--- config.mk ---
export PLATFORM = sky130hd
export DESIGN_NAME = impostor_lsu
export DESIGN_NICKNAME = d
export VERILOG_FILES = /design/src/rtl/impostor_lsu.sv
export SDC_FILE = /design/constraint.sdc
export NUM_CORES = 1
export LEC_CHECK = 0
export ABC_AREA = 1
export CAP_MARGIN = 30
export CORE_MARGIN = 4
export CORE_UTILIZATION = 42
export CTS_CLUSTER_DIAMETER = 120
export CTS_CLUSTER_SIZE = 30
export DETAILED_ROUTE_END_ITERATION = 12
export HOLD_SLACK_MARGIN = 0.12
export PLACE_DENSITY = 0.86
export SYNTH_ARGS = -nofsm -noshare
export SYNTH_HDL_FRONTEND = slang
export SYNTH_SLANG_ARGS = --single-unit
--- constraint.sdc ---
create_clock -name clk -period 1.7 [get_ports clk]
set_input_delay 0.51 -clock clk [delete_from_list [all_inputs] [get_ports clk]]
set_output_delay 0.51 -clock clk [all_outputs]
set_load 0.01 [all_outputs]
--- src/rtl/impostor_lsu.sv ---
// Single-outstanding load/store unit: accepts one request, validates it,
// issues one memory strobe for legal requests and returns one response.
module impostor_lsu #(
    parameter int unsigned CNT_W = 16
) (
    input  logic             clk,
    input  logic             rst_n,
    input  logic             req_valid,
    output logic             req_ready,
    input  logic             req_we,
    input  logic [2:0]       req_size,
    input  logic [31:0]      req_addr,
    input  logic [31:0]      req_wdata,
    output logic [31:0]      mem_addr,
    output logic [31:0]      mem_write_data,
    output logic             mem_read,
    output logic             mem_write,
    output logic [2:0]       mem_size,
    input  logic [31:0]      mem_read_data,
    output logic             resp_valid,
    input  logic             resp_ready,
    output logic [31:0]      resp_rdata,
    output logic             resp_err,
    output logic             resp_is_load,
    output logic [CNT_W-1:0] load_cnt,
    output logic [CNT_W-1:0] store_cnt,
    output logic [CNT_W-1:0] err_cnt
);

    localparam int unsigned DW = 32;
    localparam int unsigned SW = 3;

    typedef enum logic [1:0] {
        IDLE   = 2'd0,
        ACCESS = 2'd1,
        RESP   = 2'd2
    } state_e;

    state_e           state_q, state_d;
    logic [SW-1:0]    size_q, size_d;
    logic [DW-1:0]    addr_q, addr_d;
    logic [DW-1:0]    wdata_q, wdata_d;
    logic             err_q, err_d;
    logic             is_load_q, is_load_d;
    logic             ready_q, ready_d;
    logic             resp_valid_q, resp_valid_d;
    logic             mem_read_q, mem_read_d;
    logic             mem_write_q, mem_write_d;
    logic             rdata_sel_q, rdata_sel_d;
    logic [CNT_W-1:0] load_cnt_q, load_cnt_d;
    logic [CNT_W-1:0] store_cnt_q, store_cnt_d;
    logic [CNT_W-1:0] err_cnt_q, err_cnt_d;
    logic             req_illegal;

    // Flag unsupported size codes, stores with unsigned sizes and misaligned accesses
    always_comb begin
        req_illegal = 1'b0;
        unique case (req_size)
            3'b001:  req_illegal = 1'b0;
            3'b101:  req_illegal = req_we;
            3'b010:  req_illegal = req_addr[0];
            3'b110:  req_illegal = req_we | req_addr[0];
            3'b011:  req_illegal = (req_addr[1:0] != 2'b00);
            default: req_illegal = 1'b1;
        endcase
    end

    // Next-state and registered-output computation
    always_comb begin
        state_d     = state_q;
        size_d      = size_q;
        addr_d      = addr_q;
        wdata_d     = wdata_q;
        err_d       = err_q;
        is_load_d   = is_load_q;
        load_cnt_d  = load_cnt_q;
        store_cnt_d = store_cnt_q;
        err_cnt_d   = err_cnt_q;

        unique case (state_q)
            IDLE: begin
                if (req_valid) begin
                    size_d    = req_size;
                    addr_d    = req_addr;
                    wdata_d   = req_wdata;
                    err_d     = req_illegal;
                    is_load_d = ~req_we;
                    state_d   = req_illegal ? RESP : ACCESS;
                end
            end
            ACCESS: begin
                state_d = RESP;
            end
            RESP: begin
                if (resp_ready) begin
                    state_d = IDLE;
                    if (err_q) begin
                        err_cnt_d = err_cnt_q + CNT_W'(1);
                    end else if (is_load_q) begin
                        load_cnt_d = load_cnt_q + CNT_W'(1);
                    end else begin
                        store_cnt_d = store_cnt_q + CNT_W'(1);
                    end
                end
            end
            default: begin
                state_d = IDLE;
            end
        endcase

        ready_d      = (state_d == IDLE);
        resp_valid_d = (state_d == RESP);
        mem_read_d   = (state_d == ACCESS) &&  is_load_d;
        mem_write_d  = (state_d == ACCESS) && !is_load_d;
        rdata_sel_d  = (state_d == RESP) && is_load_d && !err_d;
    end

    // State and output registers; reset abandons any in-flight transaction
    always_ff @(posedge clk or negedge rst_n) begin
        if (!rst_n) begin
            state_q      <= IDLE;
            size_q       <= '0;
            addr_q       <= '0;
            wdata_q      <= '0;
            err_q        <= 1'b0;
            is_load_q    <= 1'b0;
            ready_q      <= 1'b1;
            resp_valid_q <= 1'b0;
            mem_read_q   <= 1'b0;
            mem_write_q  <= 1'b0;
            rdata_sel_q  <= 1'b0;
            load_cnt_q   <= '0;
            store_cnt_q  <= '0;
            err_cnt_q    <= '0;
        end else begin
            state_q      <= state_d;
            size_q       <= size_d;
            addr_q       <= addr_d;
            wdata_q      <= wdata_d;
            err_q        <= err_d;
            is_load_q    <= is_load_d;
            ready_q      <= ready_d;
            resp_valid_q <= resp_valid_d;
            mem_read_q   <= mem_read_d;
            mem_write_q  <= mem_write_d;
            rdata_sel_q  <= rdata_sel_d;
            load_cnt_q   <= load_cnt_d;
            store_cnt_q  <= store_cnt_d;
            err_cnt_q    <= err_cnt_d;
        end
    end

    // Memory returns registered data after the strobe edge, so it is gated, not re-registered
    assign resp_rdata     = rdata_sel_q ? mem_read_data : '0;
    assign req_ready      = ready_q;
    assign resp_valid     = resp_valid_q;
    assign resp_err       = err_q;
    assign resp_is_load   = is_load_q;
    assign mem_addr       = addr_q;
    assign mem_write_data = wdata_q;
    assign mem_size       = size_q;
    assign mem_read       = mem_read_q;
    assign mem_write      = mem_write_q;
    assign load_cnt       = load_cnt_q;
    assign store_cnt      = store_cnt_q;
    assign err_cnt        = err_cnt_q;

endmodule
**After elaboration in Yosys (flattened, before gate mapping)**

Index checks and enable logic that the tools add are counted.

- Register bits after elaboration: 124
- Bits of input ports: 104
- Output and inout port bits: 153
- Logic and storage cells: 53

- Add/sub/neg operators: 3
- Equality and inequality tests: 9
- Mux-type cells: 10
- Bitwise logic cells: 4
- Reduce and logical (&&, ||, !) cells: 13

Operators with widths:

| kind | number |
|---|---|
| adder 16 x 1 -> 16 bit, second input constant | 3 |
| two-way mux 32 bit | 1 |
| AND reduction 4 bit | 2 |
| equality test 3 x 2 -> 1 bit, second input constant | 2 |
| equality test 3 bit, second input constant | 2 |
| two-way mux 2 bit | 3 |
| case mux 2 bit (3 select lines) | 1 |
| case mux 1 bit (5 select lines) | 1 |
| equality test 2 x 1 -> 1 bit, second input constant | 2 |
| equality test 2 bit, second input constant | 2 |
| logical AND 1 bit | 4 |
| zero test 2 bit | 2 |
| two-way mux 1 bit | 4 |
| equality test 3 x 1 -> 1 bit, second input constant | 1 |
| NOT 1 bit | 3 |
| AND reduction 3 bit | 1 |
| zero test 1 bit | 2 |
| AND reduction 2 bit | 1 |
| nonzero test 2 bit | 1 |
| OR 1 bit | 1 |

**Longest topological paths before layout**

- Depth in word-level cells: 8
- Mapped depth: 9
- Mapped depth without buffers: 9

**Worst setup path after synthesis**

Ideal clock, no wire load.

- Path kind: register -> register
- Start point: register load_cnt_q[0], in the netlist load_cnt[0]
- End point: register load_cnt_q[14], in the netlist load_cnt[14]
- Setup time: 0.126 ns
- Arrival: 1.250 ns
- Required time: 1.574 ns
- Setup slack: 0.324 ns
- Stages on the path, launching flop included: 9
- Buffers on the path: 0
- Clock period less this slack: 1.376 ns
- Path through: dfrtp_1 -> ha_1 -> nand3_1 -> nor2_1 -> nand3_1 -> nand2_1 -> nand2_1 -> nand2_1 -> o21ai_0

- Longest elaborated chain between the ends: 1

Ends and longest elaborated chain:

| what | RTL line | text |
|---|---|---|
| from (decl) | 50 | `logic [CNT_W-1:0] load_cnt_q, load_cnt_d;` |
| from (signal assigned) | 147 | `load_cnt_q <= load_cnt_d;` |
| adder 16 x 1 -> 16 bit | 100 | `load_cnt_d = load_cnt_q + CNT_W'(1);` |

No other way between the ends.
A chain may end at the register's enable or synchronous reset.

**Worst setup path in the final report**

- Start point: register rdata_sel_q
- End point: output port resp_rdata[7]

- Longest elaborated chain between the ends: 1

Ends and longest elaborated chain:

| what | RTL line | text |
|---|---|---|
| from (decl) | 49 | `logic rdata_sel_q, rdata_sel_d;` |
| from (signal assigned) | 146 | `rdata_sel_q <= rdata_sel_d;` |
| two-way mux 32 bit | 154 | `assign resp_rdata = rdata_sel_q ? mem_read_data : '0;` |
| to (decl) | 22 | `output logic [31:0] resp_rdata,` |

No other way between the ends.

==> results.md <==
- Clk buf depth: 2
- Worst-path clk slew: 0.05 ns
- Die W: 125.1 µm
- Antenna violations before repair: 0
- Final Worst Setup Slack: -0.09774 ns
- Yosys warnings: 0
- Avg WL per Cell: 14.30 µm
- Adder-cell share of the synthesized area: 0.6516%
- Crit start category: flip-flop
- Setup TNS: -2.013 ns
- Initial drt markers: 286
- Setup Skew: 0.01211 ns
- # IOs: 257
- Layout area overhead: 61.62%
- Final antenna-violating net count: 0
- DR DRC count: 0
- Sw Ratio: 31.26%
- Critical path's slowest cell: dfrtp_2
- RSZ-0062 raised after global routing: yes
- GRT overflow: 0
- CP max stage delay: 0.45 ns
- Top cells by count, synth: nand2_1, dfrtp_1, inv_1
- Flop2flop setup slack: 0.20 ns
- IO buf count: 256
- TritonCTS Buffers: 17
- Tmin final: 1.798 ns
- Sequential Power Share: 37.4%
- Worst path required time: 1.19 ns
- H-tree levels: 4
- Tightest slew margin relative to the limit: 76.36%
- Synthesized area: 5761 µm²
- Antenna diodes: 0
- Clock power share: 33.4%
- Clock tree sinks: 124
- Synth Flop Type: dfrtp_1
- Combinational share of power: 29.2%
- Synth Area in Compound Gates: 2.020%
- Root buffer cell: clkbuf_16
- Internal power: 7.446 mW
- Yosys top cell area share: 53.43%
- Leak pwr: 5.222 nW
- Final Cycle Share: 105.7%
- Vias: 5703
- Cell accounting for the most synthesized area: dfrtp_1
- Worst-skew pair later-pin latency: 0.42 ns
- NumNets Final: 1133
- Largest family of logic cells by synthesized area: simple AND/OR/NAND/NOR gates
- Final setup fails: 32
- Placer Congestion: 0.8198
- Top post-synthesis cells by area: dfrtp_1, nand2_1, inv_1
- CP Capture Type: output pin
- Core Area: 13350 µm²
- FFs w/ async S/R, synth: 100.0%
- Pwr Density: 1163 nW/µm²
- Unique masters post-synth: 33
- Post-synth EDFFs: 0
- Syn nets: 826
- Multiplexer share of the synthesized area: 0%
- Initial core utilization: 43.16%
- MaxCap Viol Count: 0
- IR drop worst, VDD: 0.7887 mV
- Max Fclk: 0.5563 GHz
- Worst slew pin tran: 0.3546 ns
- GRT Overall Usage: 22.07%
- TritonRoute pass-1 iters: 4
- DIE HEIGHT: 125.1 µm
- FP Rows: 42
- Placed cells: 1170
- Crit Path Class: reg -> out
- Routed vias/inst: 4.694
- Critical path, cell by cell: clkbuf_16 -> nand2_2 -> inv_1 -> buf_2
- Post-synthesis sequential area ratio: 53.89%
- Share of cells above drive strength 1: 15.88%
- Vias in the first global route: 5836
- Worst path top cell family by delay: flip-flops
- WL final: 17380 µm
- Violated checks: setup timing
- Syn Inst Count: 719
- Final hold viol count: 0
- Post-Synth Simple-Gate Area: 31.73%
- Synth Area in XOR/XNOR: 4.105%
- Cell Count, Final, Fillers Out: 1215
- Largest net degree at the start of global routing: 47
- CTS tree: done
- Worst-path maximum fanout: 8
- First-pass GRT wire length: 28150 µm
- Status: finished with violations
- Psw: 3.386 mW
- WP buf/inv: 3
- Place WS: -0.4655 ns
- Cell with the most instances after synthesis: nand2_1
- Hpwl dp: 12960 µm
- Syn_area_per_cell: 8.012 µm²
- Seq cells post-synth: 124
- Arrival time at the worst endpoint: 1.29 ns
- Slew Viols, Final: 0
- Hold WC Path Type: reg -> reg
- Die area: 15650 µm²
-- worst paths after layout --
path / from / endpoint / cells after the start
worst max-delay path: rdata_sel_q / resp_rdata[7] / 4
worst min-delay path: mem_write_data[26] / mem_write_data[26] / 2
worst max register to register: resp_err / load_cnt[9] / 8
worst min register to register: mem_write_data[26] / mem_write_data[26] / 2
max in group asynchronous: rst_n / mem_write_data[8] / 3
min in group asynchronous: rst_n / err_cnt[11] / 2
-- per-stage QoR --
stage	power [mW]	instance area, µm²	util (%)	hold WS (ns)
2_1_floorplan	5.432	5761	-	0.2144
4_1_cts	10.91	9265	69.41	0.4752
3_3_place_gp	7.581	8797	65.91	0.4393
3_5_place_dp	7.670	8797	65.91	0.4440
5_1_grt	11.40	9310	69.75	0.4856
6_report	10.83	9310	69.75	0.4736
-- tightest hold or removal path, delay by kind of cell, from the launching register on --
| kind | cells | cell delay, ns |
|---|---|---|
| DFF | 1 | 0.34 |
| and+or+nand+nor | 2 | 0.10 |
-- state kept, by name (all words and copies together) (netlist names) --
signal,cells
mem_write,1
rdata_sel_q,1
err_cnt,16
state_q,2
store_cnt,16
req_ready,1
resp_valid,1
mem_addr,32
load_cnt,16
resp_is_load,1
mem_size,3
mem_write_data,32
resp_err,1
mem_read,1
-- cells by family after synthesis --
kind of cell,Yosys count
adders and majority gates,3
xor gates and xnor gates,27
and+or+nand+nor,446
DFF,124
AOI/OAI and AO/OA,21
buffers and inverters,98
-- per-layer routing --
| layer | GRT usage [%] | up-vias | routed length [µm] |
|---|---|---|---|
| li1 | - | 2778 | - |
| met1 | 24.06 | 2663 | 6770 |
| met2 | 39.86 | 226 | 8814 |
| met3 | 7.122 | 36 | 1378 |
| met4 | 8.546 | 0 | 411 |
| met5 | 0 | - | 0 |
-- power groups by stage --
| stage | combinational (mW) | sequential [mW] | clock, mW |
|---|---|---|---|
| CTS | 3.21 | 4.04 | 3.66 |
| finish | 3.17 | 4.05 | 3.61 |
| detailed placement | 3.57 | 4.10 | 0 |
| global placement | 3.50 | 4.08 | 0 |
| floorplan | 1.05 | 4.38 | 0 |
| global route | 3.47 | 4.14 | 3.79 |
-- area by class of cell --
class	count	area [µm²]
Clock inverter	12	146.4
Sequential cell	124	3108
Clock buffer	20	446.7
Fill cell	1073	4038
Timing Repair Buffer	307	2811
Tap cell	176	220.2
Multi-Input combinational cell	497	2281
Inverter	79	296.5
-- cell usage in the layout (no fill, tap or decap), types with 8 or more instances in the layout --
| cell type | count |
|---|---|
| nand2_1 | 335 |
| dfrtp_1 | 120 |
| dlygate4sd2_1 | 120 |
| clkdlybuf4s50_1 | 102 |
| inv_1 | 70 |
| nor2_1 | 44 |
| buf_4 | 40 |
| buf_2 | 26 |
| nand2_2 | 19 |
| clkbuf_16 | 18 |
| xor2_1 | 15 |
| o21ai_0 | 12 |
| nand3_1 | 12 |
| xnor2_1 | 12 |
| buf_12 | 9 |
| inv_2 | 8 |
| nand4_1 | 8 |
-- what timing repair did --
action,in CTS,in global routing
buffers inserted,11,1
gates resized for setup,264,31
endpoints found under the setup margin,153,37
pin swaps,0,1
hold buffers,1,0
cloned,2,0
hold endpoints to repair,20,0
Power figures use the tool's default switching activity.
